$ cat src/rtl/div_job_ctrl.sv
// Job sequencer for an external 8-by-4 restoring divider: queues jobs, resolves
// divide-by-zero and quotient-overflow locally, and runs legal jobs one at a time.
module div_job_ctrl #(
    parameter int FIFO_DEPTH = 2,
    parameter int PTR_W      = $clog2(FIFO_DEPTH)
) (
    input  logic       clk,
    input  logic       reset_n,
    input  logic       in_valid,
    output logic       in_ready,
    input  logic [7:0] in_dividend,
    input  logic [3:0] in_divisor,
    output logic       out_valid,
    input  logic       out_ready,
    output logic [3:0] out_quotient,
    output logic [3:0] out_remainder,
    output logic       out_dz,
    output logic       out_ovf,
    output logic       div_start,
    output logic [7:0] div_word1,
    output logic [3:0] div_word2,
    input  logic       div_ready,
    input  logic [3:0] div_quotient,
    input  logic [3:0] div_remainder
);

    typedef enum logic [2:0] {
        S_IDLE,
        S_CHECK,
        S_ISSUE,
        S_WAIT_BUSY,
        S_WAIT_DONE,
        S_OUT
    } state_t;

    state_t           state_q, state_d;
    logic [PTR_W-1:0] wr_ptr_q, wr_ptr_d;
    logic [PTR_W-1:0] rd_ptr_q, rd_ptr_d;
    logic [PTR_W:0]   count_q, count_d;
    logic [11:0]      fifo_mem [FIFO_DEPTH];

    logic       out_valid_q, out_valid_d;
    logic [3:0] out_quotient_q, out_quotient_d;
    logic [3:0] out_remainder_q, out_remainder_d;
    logic       out_dz_q, out_dz_d;
    logic       out_ovf_q, out_ovf_d;

    logic       push;
    logic       pop;
    logic       fifo_full;
    logic       fifo_empty;
    logic       has_job;
    logic [7:0] head_dividend;
    logic [3:0] head_divisor;

    assign fifo_full  = (count_q == (PTR_W + 1)'(FIFO_DEPTH));
    assign fifo_empty = (count_q == '0);
    assign in_ready   = !fifo_full;
    assign push       = in_valid && in_ready;
    // A job being pushed this cycle is visible at the head next cycle, so it
    // lets IDLE/OUT move straight to CHECK.
    assign has_job    = !fifo_empty || push;

    assign head_dividend = fifo_mem[rd_ptr_q][11:4];
    assign head_divisor  = fifo_mem[rd_ptr_q][3:0];
    assign div_word1     = head_dividend;
    assign div_word2     = head_divisor;

    assign out_valid     = out_valid_q;
    assign out_quotient  = out_quotient_q;
    assign out_remainder = out_remainder_q;
    assign out_dz        = out_dz_q;
    assign out_ovf       = out_ovf_q;

    always_ff @(posedge clk) begin
        if (push) begin
            fifo_mem[wr_ptr_q] <= {in_dividend, in_divisor};
        end
    end

    always_comb begin
        wr_ptr_d = push ? wr_ptr_q + PTR_W'(1) : wr_ptr_q;
        rd_ptr_d = pop  ? rd_ptr_q + PTR_W'(1) : rd_ptr_q;
        count_d  = count_q;
        case ({push, pop})
            2'b10:   count_d = count_q + (PTR_W + 1)'(1);
            2'b01:   count_d = count_q - (PTR_W + 1)'(1);
            default: count_d = count_q;
        endcase
    end

    always_comb begin
        state_d         = state_q;
        pop             = 1'b0;
        div_start       = 1'b0;
        out_valid_d     = out_valid_q;
        out_quotient_d  = out_quotient_q;
        out_remainder_d = out_remainder_q;
        out_dz_d        = out_dz_q;
        out_ovf_d       = out_ovf_q;

        case (state_q)
            S_IDLE: begin
                if (has_job && !out_valid_q) begin
                    state_d = S_CHECK;
                end
            end
            S_CHECK: begin
                if (head_divisor == 4'd0) begin
                    out_quotient_d  = 4'hF;
                    out_remainder_d = head_dividend[7:4];
                    out_dz_d        = 1'b1;
                    out_ovf_d       = 1'b0;
                    out_valid_d     = 1'b1;
                    pop             = 1'b1;
                    state_d         = S_OUT;
                end else if (head_dividend[7:4] >= head_divisor) begin
                    // Quotient would need more than 4 bits.
                    out_quotient_d  = 4'hF;
                    out_remainder_d = head_dividend[7:4];
                    out_dz_d        = 1'b0;
                    out_ovf_d       = 1'b1;
                    out_valid_d     = 1'b1;
                    pop             = 1'b1;
                    state_d         = S_OUT;
                end else begin
                    state_d = S_ISSUE;
                end
            end
            S_ISSUE: begin
                div_start = div_ready;
                if (div_ready) begin
                    state_d = S_WAIT_BUSY;
                end
            end
            S_WAIT_BUSY: begin
                if (!div_ready) begin
                    state_d = S_WAIT_DONE;
                end
            end
            S_WAIT_DONE: begin
                if (div_ready) begin
                    out_quotient_d  = div_quotient;
                    out_remainder_d = div_remainder;
                    out_dz_d        = 1'b0;
                    out_ovf_d       = 1'b0;
                    out_valid_d     = 1'b1;
                    pop             = 1'b1;
                    state_d         = S_OUT;
                end
            end
            S_OUT: begin
                if (out_ready) begin
                    out_valid_d = 1'b0;
                    state_d     = has_job ? S_CHECK : S_IDLE;
                end
            end
            default: begin
                state_d = S_IDLE;
            end
        endcase
    end

    always_ff @(posedge clk or negedge reset_n) begin
        if (!reset_n) begin
            state_q         <= S_IDLE;
            wr_ptr_q        <= '0;
            rd_ptr_q        <= '0;
            count_q         <= '0;
            out_valid_q     <= 1'b0;
            out_quotient_q  <= 4'd0;
            out_remainder_q <= 4'd0;
            out_dz_q        <= 1'b0;
            out_ovf_q       <= 1'b0;
        end else begin
            state_q         <= state_d;
            wr_ptr_q        <= wr_ptr_d;
            rd_ptr_q        <= rd_ptr_d;
            count_q         <= count_d;
            out_valid_q     <= out_valid_d;
            out_quotient_q  <= out_quotient_d;
            out_remainder_q <= out_remainder_d;
            out_dz_q        <= out_dz_d;
            out_ovf_q       <= out_ovf_d;
        end
    end

endmodule

$ cat config.mk
export PLATFORM = sky130hd
export DESIGN_NAME = div_job_ctrl
export DESIGN_NICKNAME = d
export VERILOG_FILES = /design/src/rtl/div_job_ctrl.sv
export SDC_FILE = /design/constraint.sdc
export NUM_CORES = 1
export LEC_CHECK = 0
export BUFFER_PORTS_ARGS = -buffer_cell sky130_fd_sc_hd__buf_2
export CAP_MARGIN = 20
export CORE_ASPECT_RATIO = 1.25
export CORE_MARGIN = 2
export CORE_UTILIZATION = 47
export DETAILED_ROUTE_END_ITERATION = 7
export PLACE_DENSITY = 0.73
export SYNTH_ARGS = -nofsm -noshare
export SYNTH_HDL_FRONTEND = slang
export SYNTH_SLANG_ARGS = --single-unit
$ cat constraint.sdc
create_clock -name clk -period 2.8 [get_ports clk]
set_clock_uncertainty 0.2 [all_clocks]
set_input_delay 0.56 -clock clk [delete_from_list [all_inputs] [get_ports clk]]
set_output_delay 0.56 -clock clk [all_outputs]
set_load 0.01 [all_outputs]
# Word level (Yosys, flattened, before mapping)
# Memory sizes are Yosys's and may differ from the RTL's.
# Cells that the tools add are included.
dict set report totals {
  mem_count 1
  out_inout_bits 25
  regBits 18
  ram_bits 24
  wordCells 80
  input_bits 25
}
dict set report classes {
  eq_ne 14
  addsub 4
  n_mux 36
  n_reduce_logical 15
  n_lt_le_gt_ge 1
}
# memory depth word_bits read_ports rd_clocked_by_memory_dff write_ports line
set memory_table {}
lappend memory_table {fifo_mem 2 12 1 0 1 40} ;# logic [11:0] fifo_mem [FIFO_DEPTH];
# op n
set ops {}
lappend ops {{4-bit 2-to-1 mux} 6}
lappend ops {{3-bit 2-to-1 mux} 7}
lappend ops {{3-bit case mux with 6 select lines} 1}
lappend ops {{4-bit case mux with 2 select lines} 2}
lappend ops {{1-bit 2-to-1 mux} 15}
lappend ops {{2-bit != test, second input constant} 5}
lappend ops {{3-bit by 2-bit == test with 1-bit output, second input constant} 2}
lappend ops {{3-bit == test, second input constant} 2}
lappend ops {{1-bit case mux with 2 select lines} 3}
lappend ops {{5-bit AND reduction} 1}
lappend ops {{2-bit == test, second input constant} 2}
lappend ops {{4-bit >= comparator} 1}
lappend ops {{4-bit logical NOT} 1}
lappend ops {{2-bit case mux with 2 select lines} 1}
lappend ops {{4-bit AND reduction} 1}
lappend ops {{2-bit nonzero test} 2}
lappend ops {{3-bit by 1-bit == test with 1-bit output, second input constant} 1}
lappend ops {{1-bit logical NOT} 3}
lappend ops {{3-bit logical NOT} 1}
lappend ops {{3-bit != test, second input constant} 1}
lappend ops {{1-bit case mux with 3 select lines} 1}
lappend ops {{3-bit AND reduction} 1}
lappend ops {{3-bit nonzero test} 1}
lappend ops {{1-bit adder, second input constant} 2}
lappend ops {{other kinds (6)} 7}

# Longest topological paths before layout
# Gate-level depths: netlist of run 1.
dict set report logic_depth {
  depth_word 7
  depth_mapped 13
  depth_no_buf 11
}

# Least setup slack after synthesis of run 1
# OpenSTA, ideal clock, no wires.
dict set report synth_path {
  path_type {register -> register}
  start {reg rd_ptr_q}
  end {reg count_q[1]}
  setup_slack_ps -206
  n_path_buf 2
  stages_incl_launch_ff 13
  setup_time_ps 125
  arrival_time_ps 2680
  required_ps 2475
  cell_sequence {dfrtp_1 buf_6 clkbuf_1 mux2_2 ha_1 nor3b_1 o211ai_1 o21ai_4 inv_1 ha_1 xnor2_1 nor2_1 xor2_1}
}
dict set report synth_between {
  elab_chain_cells 7
  elab_cells_between_ends 10
}
# item line
set synth_lines {}
lappend synth_lines {{start, declared} 38} ;# logic [PTR_W-1:0] rd_ptr_q, rd_ptr_d;
lappend synth_lines {{start signal, assigned} 178} ;# rd_ptr_q <= rd_ptr_d;
lappend synth_lines {{memory 2 x 12 bit *} n/a}
lappend synth_lines {{named net div_word2[0]} 21} ;# output logic [3:0] div_word2,
lappend synth_lines {{4-bit >= comparator} 117} ;# end else if (head_dividend[7:4] >= head_divisor) begin
lappend synth_lines {{1-bit 2-to-1 mux} 117}
lappend synth_lines {{1-bit 2-to-1 mux *} 109} ;# if (head_divisor == 4'd0) begin
lappend synth_lines {{1-bit case mux with 2 select lines *} 102} ;# case (state_q)
lappend synth_lines {{named net pop} 49} ;# logic pop;
lappend synth_lines {{2-bit by 1-bit == test with 1-bit output or 2-bit == test (tied branches)} 85} ;# case ({push, pop})
lappend synth_lines {{2-bit case mux with 2 select lines or 2-bit nonzero test (tied branches)} n/a}
lappend synth_lines {{end signal, assigned} 179} ;# count_q <= count_d;
lappend synth_lines {{end, declared} 39} ;# logic [PTR_W:0] count_q, count_d;
# The timed path passes the listed nets; every way through them passes the cells marked *.
# A chain may end at the register's enable or synchronous reset.

# Worst setup path in the final report of run 1
dict set report layout_path {
  start {reg rd_ptr_q}
  end {reg count_q[1]}
}
dict set report layout_between {
  elab_chain_cells 7
  elab_cells_between_ends 10
}
# item line
set layout_lines {}
lappend layout_lines {{memory 2 x 12 bit *} n/a}
lappend layout_lines {{4-bit >= comparator} 117}
lappend layout_lines {{1-bit 2-to-1 mux} 117}
lappend layout_lines {{1-bit 2-to-1 mux *} 109}
lappend layout_lines {{1-bit case mux with 2 select lines *} 102}
lappend layout_lines {{named net pop} 49}
lappend layout_lines {{2-bit by 1-bit == test with 1-bit output or 2-bit == test (tied branches)} 85}
lappend layout_lines {{2-bit case mux with 2 select lines or 2-bit nonzero test (tied branches)} n/a}
# Marks and branches as above.

==> results.yml, run 1 <==
timing:
  slew_viol_final: 0
  worstMarginPinSlew_ns: 0.5621
  finalCritPeriodShare: 0.9444
  fmax_ghz: 0.3782
  timing.final.ws_setup_ns: 0.1557
  max_slew_margin: 0.6253
  final-hold-violation-count: 18
  rsz0062_at_grt: "no"
  fin_setup_tns_ns: 0
  post-route-min-period_ns: 2.644
  fin_hold_ws_ns: -0.008750
  finalSetupViolations: 0
cells_and_area:
  final-seq-area_um2: 1172
  layoutNonFillerInstCount: 268
  fin_nets: 241
  syn_to_final_growth_pct: 21.80
  final_common_cell: "buf_2"
  layout_common_cells: "buf_2 (49), edfxtp_1 (24), nor2_1 (19), dfrtp_1 (17), inv_1 (13)"
  antenna-diode-count: 0
  multi_input_area_um2: 691.9
  drive_gt1_frac: 0.3585
  finalInstanceArea_um2: 2356
  num-fill-cells: 371
yosys:
  syn_nets: 186
  post_synth.cell_area_avg_um2: 12.40
  synth_cell_type_count: 34
  yosysWarningCount: 0
  syn_inst: 156
  yosysSeqAreaShare: 0.6054
  ys.flop_type: "edfxtp_1"
  netlist_area_um2: 1934
  async_flop_share: 0.4286
  synth_edf_count: 24
  synth-seq-cells: 42
route:
  drc: 0
  ant_nets: 0
  first_iter_violations: 42
  firstDrtPassIters: 4
  route.vias.total: 1342
  wl_per_cell_um: 12.96
  vias_per_cell: 5.007
  wirelength_mm: 3.472
floorplanning:
  die-width_um: 61.38
  die_area_um2: 4648
  rows: 26
  initial_core_util: 0.4795
  ios: 50
  core_area_um2: 4034
  fp.dieH_um: 75.73
placed_design:
  detailed_place_hpwl_mm: 2.661
  dp.cells: 260
  port_buffers: 49
  place_congestion: 0.7662
  post-place-ws_ns: 0.1005
  placed_area_um2: 2257
clock_network:
  cts_buffers: 5
  cts_root_buffer: "clkbuf_8"
  max-clock-path-buffers: 2
  cts.reportedPaths.clkPinSlew_ns: 0.08
  htree_levels: 2
  cts_tree: "done"
  cts_sinks: 42
  postCtsSetupRepairBufs: 0
  clkLatencyLatePin_ns: 0.29
status:
  outcome: "finished with violations"
  failed_checks: "hold timing"
grt:
  overflow: 0
  grt_pass1_vias: 1203
  grt_max_degree: 19
  grtUsageTotal: 0.1567
  grt_pass1_wl_mm: 5.264
  antenna_found_initial: 0
run:
  maxCapViolCount: 0
setup_path:
  crit_arrival_ns: 2.62
  slowest_delay_ns: 0.46
  path_cells: "mux2_2 -> ha_1 -> nor3b_1 -> o211ai_1 -> o21ai_4 -> inv_1 -> ha_1 -> xnor2_1 -> nor2_1 -> xor2_1"
  critical_path_required_ns: 2.78
  crit_fanout: 6
  cp-end-kind: "flop"
  crit_type: "flop to flop"
  cp-start-kind: "flop"
  cp_common_cell: "ha_1"
  worst_path_max_delay_cell: "dfrtp_2"
power_and_ir_drop:
  power_leakage_uw: 0.001015
  p_per_area_nw_per_um2: 1073
  ir_drop_uv: 516.0
min_path:
  holdCritPathClass: "input pin to asynchronous set/reset pin"
[cell families after synthesis]
| logic type | share of synthesized area |
|---|---|
| buf+inv | 0.04075 |
| simple gates | 0.1067 |
| xor+xnor | 0.02717 |
| mux | 0.07633 |
| compound gates | 0.1113 |
| fa+ha+maj | 0.03234 |
| flops | 0.6054 |
[state kept, by name (all words and copies together) (netlist names)]
| name | count |
|---|---|
| fifo_mem | 24 |
| out_quotient | 4 |
| out_remainder | 4 |
| state_q | 3 |
| count_q | 2 |
| out_dz | 1 |
| out_ovf | 1 |
| out_valid | 1 |
| rd_ptr_q | 1 |
| wr_ptr_q | 1 |
[critical path, delay by kind of cell (launching register included)]
kind | cells | cell delay (ns)
AOI/OAI and AO/OA | 2 | 0.33
xor gates and xnor gates | 2 | 0.32
adders and majority gates | 2 | 0.46
buffers and inverters | 1 | 0.06
DFF | 1 | 0.46
muxes | 1 | 0.37
and+or+nand+nor | 2 | 0.33
[cells in the mapped netlist, types with 2 or more instances]
cell      instances  area [µm²]
edfxtp_1         24       720.7
nor2_1           19       71.32
dfrtp_1          18       450.4
inv_1            13       48.80
nand2_1           9       33.78
mux2i_1           8       80.08
a21oi_1           6       30.03
mux2_2            6       67.56
clkbuf_1          5       18.77
ha_1              5       62.56
o21ai_0           5       25.02
nand2b_1          4       25.02
xnor2_1           4       35.03
a221oi_1          3       26.28
o31ai_1           3       22.52
nor2b_1           2       12.51
nor3_1            2       10.01
o211ai_1          2       15.01
o22ai_1           2       12.51
xor2_1            2       17.52
[final cells by class]
type                            instances  area share
Inverter                               13     0.02071
Clock buffer                            5     0.02921
Timing Repair Buffer                   54      0.1200
Sequential cell                        42      0.4976
Multi-Input combinational cell         95      0.2937
Clock inverter                          3    0.009028
Tap cell                               56     0.02974
[worst paths after layout]
| path | start | to | slack, ns | cells after the start |
|---|---|---|---|---|
| min in group clk | in_dividend[0] | fifo_mem[0][4] | 0.25 | 1 |
| max in group asynchronous | reset_n | rd_ptr_q | 2.09 | 1 |
| setup / recovery | rd_ptr_q | count_q[1] | 0.16 | 10 |
| setup reg to reg | rd_ptr_q | count_q[1] | 0.16 | 10 |
| hold / removal | reset_n | state_q[0] | -0.009 | 1 |
| hold reg to reg | wr_ptr_q | wr_ptr_q | 0.30 | 1 |
[through the flow]
stage	util	hold slack, ns	power (µW)
floorplan	-	0.06441	1810
global placement	0.5596	0.2777	2140
detailed placement	0.5596	0.2897	2162
CTS	0.5819	0.001291	2545
global route	0.5841	0.01818	2730
finish	0.5841	-0.008750	2529
[routing by layer]
layer,vias up,share of wire,global-route usage
li1,672,-,-
met1,620,0.43,0.1949
met2,44,0.48,0.2494
met3,6,0.072,0.05942
met4,0,0.013,0.05674
met5,-,0,0
[what timing repair did]
item / 4_1_cts / 5_1_grt
setup endpoints to repair: 0 / 1
resized for setup: 0 / 3
hold buffers: 0 / 0
[power by group]
| part | leakage [µW] | switching, µW | internal [µW] |
|---|---|---|---|
| sequential | 0.000424 | 155 | 882 |
| clock | 0.0000441 | 209 | 175 |
| combinational | 0.000547 | 590 | 518 |
Power figures use the tool's default switching activity.
==> inputs of run 2 (changes only) <==
Settings changed: CORE_ASPECT_RATIO 1.25 to not set.
==> results.yml, run 2 (synthesized netlist as in run 1, its figures left out) <==
timing:
  max_slew_margin: 0.6237
  finalCritPeriodShare: 0.9416
  slew_viol_final: 0
  post-route-min-period_ns: 2.636
  fin_setup_tns_ns: 0
  fmax_ghz: 0.3793
  final-hold-violation-count: 0
  finalSetupViolations: 0
  worstMarginPinSlew_ns: 0.5645
route:
  wl_per_cell_um: 13.98
  drc: 0
  ant_nets: 0
  first_iter_violations: 109
  route.vias.total: 1339
  firstDrtPassIters: 4
  wirelength_mm: 3.719
  vias_per_cell: 5.034
grt:
  antenna_found_initial: 0
  grt_pass1_vias: 1276
  overflow: 0
  grt_pass1_wl_mm: 5.658
  grtUsageTotal: 0.1703
  grt_max_degree: 19
setup_path:
  cp_common_cell: "ha_1"
  cp-start-kind: "flop"
  crit_arrival_ns: 2.61
  crit_type: "flop to flop"
  worst_path_max_delay_cell: "dfrtp_2"
  crit_fanout: 6
  critical_path_required_ns: 2.78
  path_cells: "mux2_2 -> ha_1 -> nor3b_2 -> o211ai_1 -> o21ai_4 -> inv_1 -> ha_1 -> xnor2_1 -> nor2_2 -> xor2_1"
  cp-end-kind: "flop"
  slowest_delay_ns: 0.46
clock_network:
  cts_sinks: 42
  cts_root_buffer: "clkbuf_8"
  max-clock-path-buffers: 2
  cts.reportedPaths.clkPinSlew_ns: 0.08
  htree_levels: 2
  cts_buffers: 5
  cts_tree: "done"
  clkLatencyLatePin_ns: 0.29
power_and_ir_drop:
  power_leakage_uw: 0.001034
  p_per_area_nw_per_um2: 1096
  ir_drop_uv: 551.7
run:
  maxCapViolCount: 0
placed_design:
  place_congestion: 0.8220
  detailed_place_hpwl_mm: 2.742
  port_buffers: 49
cells_and_area:
  syn_to_final_growth_pct: 25.16
  final_common_cell: "buf_2"
  regMostFlops: "fifo_mem"
  fin_nets: 245
  antenna-diode-count: 0
  final_util: 0.6096
  largest_register_ffs: 24
  num-fill-cells: 330
  layout_common_cells: "buf_2 (49), edfxtp_1 (24), nor2_1 (18), dfrtp_1 (17), inv_1 (13)"
  multi_input_area_um2: 728.2
  drive_gt1_frac: 0.3889
  final-seq-area_um2: 1172
floorplanning:
  fp.dieH_um: 68.16
  ios: 50
  rows: 23
  core_area_um2: 3971
  initial_core_util: 0.4871
  die-width_um: 68.16
  die_area_um2: 4645
status:
  outcome: "finished, final reports clean"
min_path:
  holdCritPathClass: "input pin to flop"
==> run 2: critical path, delay by kind of cell, from the launching register on <==
kind,cells,cell delay (ns)
fa+ha+maj,2,0.49
flops,1,0.46
mux,1,0.39
xor+xnor,2,0.33
compound gates,2,0.31
simple gates,2,0.29
buf+inv,1,0.06
==> run 2: timing repair <==
| item | 4_1_cts | 5_1_grt |
|---|---|---|
| buffers inserted | 0 | 2 |
| gates resized for setup | 0 | 11 |
| hold endpoints to repair | 10 | 0 |
| setup endpoints to repair | 0 | 3 |
| hold buffers | 1 | 0 |
==> run 2: final timing paths <==
check | startpoint | to | slack (ns) | depth (start not counted)
max in group asynchronous | reset_n | rd_ptr_q | 1.56 | 2
hold / removal | in_divisor[2] | fifo_mem[1][2] | 0.25 | 1
hold reg to reg | wr_ptr_q | wr_ptr_q | 0.30 | 1
min in group asynchronous | reset_n | out_quotient[2] | 0.52 | 2
setup reg to reg | rd_ptr_q | count_q[1] | 0.16 | 10
setup / recovery | rd_ptr_q | count_q[1] | 0.16 | 10
==> run 2: final cells by class <==
class / instances / share of cell area
Clock inverter: 3 / 0.008786
Timing Repair Buffer: 58 / 0.1318
Multi-Input combinational cell: 95 / 0.3008
Sequential cell: 42 / 0.4842
Inverter: 13 / 0.02016
Tap cell: 50 / 0.02584
Clock buffer: 5 / 0.02842
==> run 2: layer usage <==
layer / share of wire / up-vias / track usage
met5: 0 / - / 0
met4: 0.024 / 0 / 0.06000
met3: 0.063 / 9 / 0.04770
met2: 0.46 / 48 / 0.2888
met1: 0.46 / 605 / 0.2078
li1: - / 677 / -
==> run 2: through the flow <==
step / std cells / worst slack, ns / power, µW / area (µm²) / hold WS [ns]
after floorplan: 156 / 0.02129 / 1810 / 1938 / 0.06441
final: 266 / 0.1636 / 2652 / 2421 / 0.2505
after global placement: 255 / 0.1568 / 2147 / 2257 / 0.2753
after global routing: 266 / -0.03419 / 2850 / 2421 / 0.2419
after CTS: 264 / 0.05643 / 2567 / 2357 / 0.2450
after detailed placement: 255 / 0.08480 / 2180 / 2257 / 0.2806
==> run 2: power breakdown <==
part,internal [µW],switching (µW)
Sequential,882,158
Combinational,583,648
Clock,175,206
Total,1640,1010
